--- src/rtl/wb_regfile.sv ---
// Writeback stage and architectural register file: selects the writeback source,
// merges half-word writes, and serves two bypassed combinational read ports.
module wb_regfile #(
   parameter int DATA_W   = 32,
   parameter int ADDR_W   = 4,
   parameter int LINK_REG = 15
) (
   input  logic              clk,
   input  logic              rst,
   input  logic [DATA_W-1:0] mem_out,
   input  logic [DATA_W-1:0] alu_out,
   input  logic [DATA_W-1:0] pc_plus4,
   input  logic [ADDR_W-1:0] reg_dst,
   input  logic              reg_wr,
   input  logic              wb_sel,
   input  logic              call,
   input  logic              high,
   input  logic              low,
   input  logic [ADDR_W-1:0] rd_addr_a,
   input  logic [ADDR_W-1:0] rd_addr_b,
   output logic [DATA_W-1:0] rd_data_a,
   output logic [DATA_W-1:0] rd_data_b,
   output logic              wb_valid,
   output logic [ADDR_W-1:0] wb_dst,
   output logic [DATA_W-1:0] wb_data
);

   localparam int NREG = 2 ** ADDR_W;
   localparam int HALF = DATA_W / 2;

   logic [DATA_W-1:0] regs [NREG];
   logic [DATA_W-1:0] src;
   logic [DATA_W-1:0] old;
   logic [DATA_W-1:0] new_val;
   logic [ADDR_W-1:0] dst;
   logic              commit;

   always_comb begin
      src     = wb_sel ? mem_out : alu_out;
      dst     = reg_dst;
      if (call) begin
         src = pc_plus4;
         dst = ADDR_W'(LINK_REG);
      end
      old     = regs[dst];
      commit  = (reg_wr | call) & (dst != '0) & ~rst;
      // A call always writes the full link address regardless of high/low.
      if (call || (high == low))
         new_val = src;
      else if (high)
         new_val = {src[HALF-1:0], old[HALF-1:0]};
      else
         new_val = {old[DATA_W-1:HALF], src[HALF-1:0]};
   end

   always_ff @(posedge clk or posedge rst) begin
      if (rst) begin
         for (int i = 0; i < NREG; i++)
            regs[i] <= '0;
      end else if (commit) begin
         regs[dst] <= new_val;
      end
   end

   always_comb begin
      wb_valid = commit;
      wb_dst   = rst ? '0 : dst;
      wb_data  = commit ? new_val : '0;
   end

   always_comb begin
      rd_data_a = '0;
      rd_data_b = '0;
      if (!rst && rd_addr_a != '0)
         rd_data_a = (commit && rd_addr_a == dst) ? new_val : regs[rd_addr_a];
      if (!rst && rd_addr_b != '0)
         rd_data_b = (commit && rd_addr_b == dst) ? new_val : regs[rd_addr_b];
   end

endmodule

--- config.mk ---
export PLATFORM = sky130hd
export DESIGN_NAME = wb_regfile
export DESIGN_NICKNAME = d
export VERILOG_FILES = /design/src/rtl/wb_regfile.sv
export SDC_FILE = /design/constraint.sdc
export NUM_CORES = 2
export LEC_CHECK = 0
export ABC_AREA = 1
export CELL_PAD_IN_SITES_DETAIL_PLACEMENT = 0
export CELL_PAD_IN_SITES_GLOBAL_PLACEMENT = 1
export CORE_ASPECT_RATIO = 1.75
export CORE_UTILIZATION = 46
export CTS_CLUSTER_SIZE = 30
export DETAILED_ROUTE_END_ITERATION = 10
export DONT_BUFFER_PORTS = 1
export GPL_ROUTABILITY_DRIVEN = 0
export PLACE_DENSITY_LB_ADDON = 0.08
export SLEW_MARGIN = 0
export SYNTH_ARGS = -nofsm -noshare
export SYNTH_HDL_FRONTEND = slang
export SYNTH_SLANG_ARGS = --single-unit
--- constraint.sdc ---
create_clock -name clk -period 57.6 [get_ports clk]
set_clock_uncertainty 0.2 [all_clocks]
set_input_delay 8.64 -clock clk [delete_from_list [all_inputs] [get_ports clk]]
set_output_delay 8.64 -clock clk [all_outputs]
set_load 0.005 [all_outputs]
==> out/summary.txt <==
DP Wirelength = 103 mm
Fillers = 8146
Largest net degree at the start of global routing = 380
Simple-gate share of the synthesized area = 36.0%
Clock slew at reported path FFs = 0.07 ns
Via count = 40161
Largest register FFs = 512
Dpl cell area = 35400 um^2
# H-tree levels = 2
First-pass GRT wire length = 256 mm
Worst Path Max Fanout = 44
Port bufs = 0
Leakage = 18.0 nW
Aggregate negative setup slack = 0 ns
Post-synth cell types = 34
Wire length per cell = 27.9 um
Antenna violations before repair = 11
Syn Area/Cell = 6.21 um^2
Largest family of logic cells by synthesized area = simple AND/OR/NAND/NOR gates
Setup crit end kind = output port
Pwr/cell area = 30.6 nW/um^2
Area share of the leading cell type in the synthesized netlist = 36.3%
Top flop regs = regs: 512 flops
Vias/cell = 6.24
GRT Total Usage = 45.3%
RSZ-0062 raised after global routing = no
Slew Viols, Final = 0
Antenna viol nets, final = 0
Initial core utilization = 46.4%
Commonest cells post-synth = nand2_1, o21ai_0, nand3_1, dfrtp_1, a21oi_1
Final worst path period need = 21.82 ns
Maximum vdd drop = 0.0278 mV
Clock root buffer = clkbuf_16
Synth Cell Area = 35300 um^2
Drt pass-1 iters = 7
Post-synth EDFFs = 0
Fin area = 37200 um^2
Adder-Cell Fraction of Synth Area = 0%
XOR/XNOR Fraction of Synth Area = 0.0992%
Worst EP required = 48.76 ns
Worst Hold Class = register to register
Slew headroom = 8.38%
Global route overflow = 0
Total Nets Final = 5471
Area growth syn-to-layout = 5.39%
Core box area = 76100 um^2
Crit path DAT = 12.98 ns
Mapped Nets = 5801
Final hold vios = 0
Main synth FF type = dfrtp_1
Setup Buffers After CTS = 0
Top-count cell post-synth = nand2_1
Worst slew pin tran = 1.36 ns
Leading area contributor after synthesis = dfrtp_1
Period utilization = 37.9%
Initial DRC Count = 5444
Clock Sinks = 512
Detailed Route WL = 179 mm
Critical path class = input pin to output port
Die Wd = 211 um
Compound-Gate Fraction of Synth Area = 18.3%
Sequential share of the synthesized area = 36.3%
Num CTS Buffers = 55
CTS tree = done
Most flops, register = regs
Mapped Cells = 5686
Max Root-Sink Buffers = 3
Die Y = 369 um
Fraction of registers with async set/reset = 100%
Num rows = 134
CP Launch Type = input pin
# IOs = 216
# setup viols final = 0
Mux contribution to synthesized area = 0.0283%
Total power = 1.14 mW
Status = complete, no violations
Peak Freq = 45.8 MHz
Post-cts resize count = 0
Layout cells sized above 1 = 5.78%
Hold buffers post-CTS = 0
# DRC = 0
Count of yosys warnings during synthesis = 0
Synth area leaders = dfrtp_1, nand2_1, o21ai_0, nand3_1, a21oi_1
FF+latch count, synth = 512
Die area = 77900 um^2
Max_cap viols = 0
Vias in the first global route = 36962
Clk_lat worst skew = 0.67 ns
## cell families (layout without fill, tap and decap cells)
family	Yosys count	count (layout)
AOI/OAI and AO/OA	1263	1263
xor gates and xnor gates	4	4
buffers and inverters	809	525
DFF	512	512
muxes	1	1
other	0	9
and+or+nand+nor	3097	3097
## final timing paths
kind	to	startpoint	slack, ns	cells after the start
max in group asynchronous	regs[493]	rst	46.36	4
hold reg to reg	regs[487]	regs[487]	0.18	0
hold / removal	regs[487]	regs[487]	0.18	0
min in group asynchronous	regs[76]	rst	7.74	1
setup reg to reg	regs[474]	regs[442]	55.06	12
setup / recovery	rd_data_b[19]	call	35.78	12
## placed cells by master, fill, tap and decap left out, drive strengths merged
master       n
a41oi        2
dfrtp      512
nand4       20
diode        9
inv        331
clkinvlp     2
nor2       419
a21oi      485
nand3      590
o21bai       8
o31ai        1
clkbuf      79
o211ai      18
or2         48
nand3b       6
a211oi      17
mux2i        1
nand2     2014
xor2         4
clkinv      17
o22ai        8
o21ai      724
buf         93
bufinv       3
## worst max-delay path, cell delays in order
cell	delay, ns
nor2_4	0.80
buf_4	0.59
nand2_4	0.33
inv_2	0.34
buf_4	0.69
nand2_1	0.12
nand3_1	0.11
nand2_1	0.06
nand3_1	0.12
o21bai_1	0.07
nand2_1	0.65
a21oi_1	0.38
## layout make-up
type                       instances  area, um^2  share of cell area, %
clock buffer                      79        1610                   4.32
clock inverter                    24         218                  0.585
inverter                         329        1260                   3.38
tap                             1020        1280                   3.43
antenna                            9        22.5                 0.0605
multi-input combinational       4365       19300                   51.9
timing repair buffer              93         711                   1.91
sequential                       512       12800                   34.4
## per-layer routing
metal  global-route usage [%]  vias to the layer above  part of all wire [%]
met5                        0                        -                 0.046
met3                     9.90                      795                    12
met2                     69.2                     2911                    44
li1                         -                    17702                     -
met1                     54.9                    18741                    36
met4                     36.3                       12                   9.1
## stage by stage
| step | cells | worst slack [ns] | utilization [%] | hold slack (ns) |
|---|---|---|---|---|
| floorplan | 5686 | 26.55 | - | 0.229 |
| global placement | 6319 | 36.07 | 46.5 | 0.165 |
| detailed placement | 6319 | 36.02 | 46.5 | 0.166 |
| CTS | 6422 | 35.99 | 48.9 | 0.180 |
| global route | 6424 | 35.80 | 48.9 | 0.183 |
| finish | 6431 | 35.78 | 48.9 | 0.177 |
## where the power goes
part	total, mW	switching (mW)	internal (mW)
sequential	0.486	0.0632	0.423
clock	0.376	0.168	0.207
combinational	0.278	0.188	0.0903
(Power assumes the default switching activity.)
==> RTL edit, RTL diff (config.mk and constraints unchanged) <==
Register the output `rd_data_b`, cleared by the reset; this adds one clock of latency there. The other outputs are not delayed to match.
--- a/src/rtl/wb_regfile.sv
+++ b/src/rtl/wb_regfile.sv
@@ -27,6 +27,8 @@
 
    localparam int NREG = 2 ** ADDR_W;
    localparam int HALF = DATA_W / 2;
+
+   logic [DATA_W-1:0] rd_data_b_d;
 
    logic [DATA_W-1:0] regs [NREG];
    logic [DATA_W-1:0] src;
@@ -70,11 +72,19 @@
 
    always_comb begin
       rd_data_a = '0;
-      rd_data_b = '0;
+      rd_data_b_d = '0;
       if (!rst && rd_addr_a != '0)
          rd_data_a = (commit && rd_addr_a == dst) ? new_val : regs[rd_addr_a];
       if (!rst && rd_addr_b != '0)
-         rd_data_b = (commit && rd_addr_b == dst) ? new_val : regs[rd_addr_b];
+         rd_data_b_d = (commit && rd_addr_b == dst) ? new_val : regs[rd_addr_b];
+   end
+
+   always_ff @(posedge clk or posedge rst) begin
+      if (rst) begin
+         rd_data_b <= '0;
+      end else begin
+         rd_data_b <= rd_data_b_d;
+      end
    end
 
 endmodule
Function: changed (Yosys sat finds a counterexample within 4 cycles, from zero or initial values and one cycle with rst high).
==> RTL edit against the unedited design <==
  * The run now ends with max-capacitance violations left
  * Critical path depth fell by 2
  * Power rose by 5.0%
  * Synthesized area rose by 3.2%
  * Sequential cell count rose by 32
  * Worst setup slack improved by 0.78 ns
  * Cell area rose by 2.4%
  * Register-to-register slack got worse by 0.65 ns
  * Wire length rose by 1.9%
  * Largest cell class unchanged
  * Largest power group unchanged
==> RTL edit: results (changes against the unedited design) <==
metric,value,unit,change
GRT Overall Usage,44.8,%,-0.57 points
wire per inst,28.2,um,+1.4%
Final HPWL DP,108,mm,+4.2%
Nets,5500,,+0.53%
initial DRC count,5218,,-4.2%
crit path DAT,12.20,ns,-0.78 ns
slew of the pin with the lowest slew margin,1.47,ns,+0.112 ns
Placement Setup Slack,36.70,ns,+0.676 ns
worst r2r src,regs[350],,
Static Leak,18.5,nW,+2.6%
status,"complete, but fails checks",,
biggest regs,"regs x512, rd_data_b x32",,
wire length of the first global-routing pass,262,mm,+2.1%
Net Sw Power,0.439,mW,+4.5%
CTS buffer count,57,,+3.6%
worst vdd ir,0.0376,mV,+35%
DR vias/cell,6.12,,-2.1%
Hold Path Origin,regs[503],,
initial antenna violation count,6,,-5
Root Driver,clkbuf_16,,
vias in the first global route,37213,,+0.68%
Post-Layout Cell Count,6466,,+0.54%
placed cell area,36200,um2,+2.4%
H-tree lvl count,2,,unchanged
largest net degree at the start of global routing,378,,-0.53%
failing checks,max-capacitance violations,,
CP max FO,36,,-18%
sequential share of the synthesized area,37.4,%,+1.1 points
most instantiated cells after synthesis,"2020 x nand2_1, 603 x o21ai_0, 578 x nand3_1",,
MaxCap Viol Count,1,,+1
Fin Setup TNS,0,ns,unchanged
"top cells by area, synth","dfrtp_1 37%, nand2_1 21%, o21ai_0 8.3%",,
Syn Inst Count,5734,,+0.84%
Yosys cell types,40,,+18%
"Primary FF master, synth",dfrtp_1,,
Placed Cells,6361,,+0.66%
fraction of layout cells with a size suffix above 1,5.80,%,+0.025 points
"Net Count, Synth",5849,,+0.83%
-- RTL edit: cell count changes in the layout (fill, tap and decap cells not counted), sizes merged, moves of 5 or more --
cell	unedited run	this run
a211oi	17	10
a21oi	485	490
buf	93	74
dfrtp	512	544
diode	9	1
inv	331	338
nand2	2014	2050
nor2	419	383
o21ai	724	734
-- RTL edit: metal layers --
layer	track usage, %	share of wire, %	vias to the layer above
li1	-	-	17768
met1	51.4	35	18513
met2	69.5	44	2502
met3	7.72	9.3	761
met4	44.2	12	4
met5	0	0.014	-
-- RTL edit: worst max-delay path, stage by stage --
cell and delay, ns:
nor2_8 0.67, inv_4 0.46, nor2_4 0.68, inv_1 0.40
nor2_1 0.19, nor2_1 0.06, nand2_1 0.06, nand2_1 0.05
nand2_1 0.64, nor2_1 0.32
-- RTL edit: kinds of logic (layout without fill, tap and decap cells) --
family | after synthesis | in the layout | synth area share (%)
xor gates and xnor gates | 5 | 5 | 0.120
and+or+nand+nor | 3090 | 3090 | 35.2
AOI/OAI and AO/OA | 1270 | 1270 | 17.8
other | 0 | 1 | 0
DFF | 544 | 544 | 37.4
muxes | 1 | 1 | 0.0275
buffers and inverters | 824 | 520 | 9.46
-- RTL edit: area by class of cell --
cell class | count | area [um2]
fillers | 8312 | 40300
inverters | 342 | 1320
clock inverters | 27 | 292
multi-input cells | 4366 | 19400
clock buffers | 77 | 1620
repair buffers | 74 | 556
well taps | 1035 | 1290
flip-flops and latches | 544 | 13600
diodes | 1 | 2.50
-- RTL edit: power by group through the flow --
| stage | combinational, mW | sequential [mW] | clock, mW |
|---|---|---|---|
| 6_report | 0.286 | 0.512 | 0.399 |
| 5_1_grt | 0.318 | 0.519 | 0.412 |
| 4_1_cts | 0.280 | 0.509 | 0.400 |
| 3_5_place_dp | 0.279 | 0.515 | 0 |
| 3_3_place_gp | 0.277 | 0.515 | 0 |
| 2_1_floorplan | 0.211 | 0.496 | 0 |
-- RTL edit: final timing paths --
| path | to | slack (ns) | cells after the start |
|---|---|---|---|
| worst max-delay path | wb_data[25] | 36.56 | 10 |
| worst min-delay path | regs[503] | 0.18 | 0 |
| worst max register to register | regs[478] | 54.41 | 10 |
| worst min register to register | regs[503] | 0.18 | 0 |
| max in group asynchronous | rd_data_b[3] | 46.37 | 4 |
| min in group asynchronous | regs[383] | 7.74 | 1 |
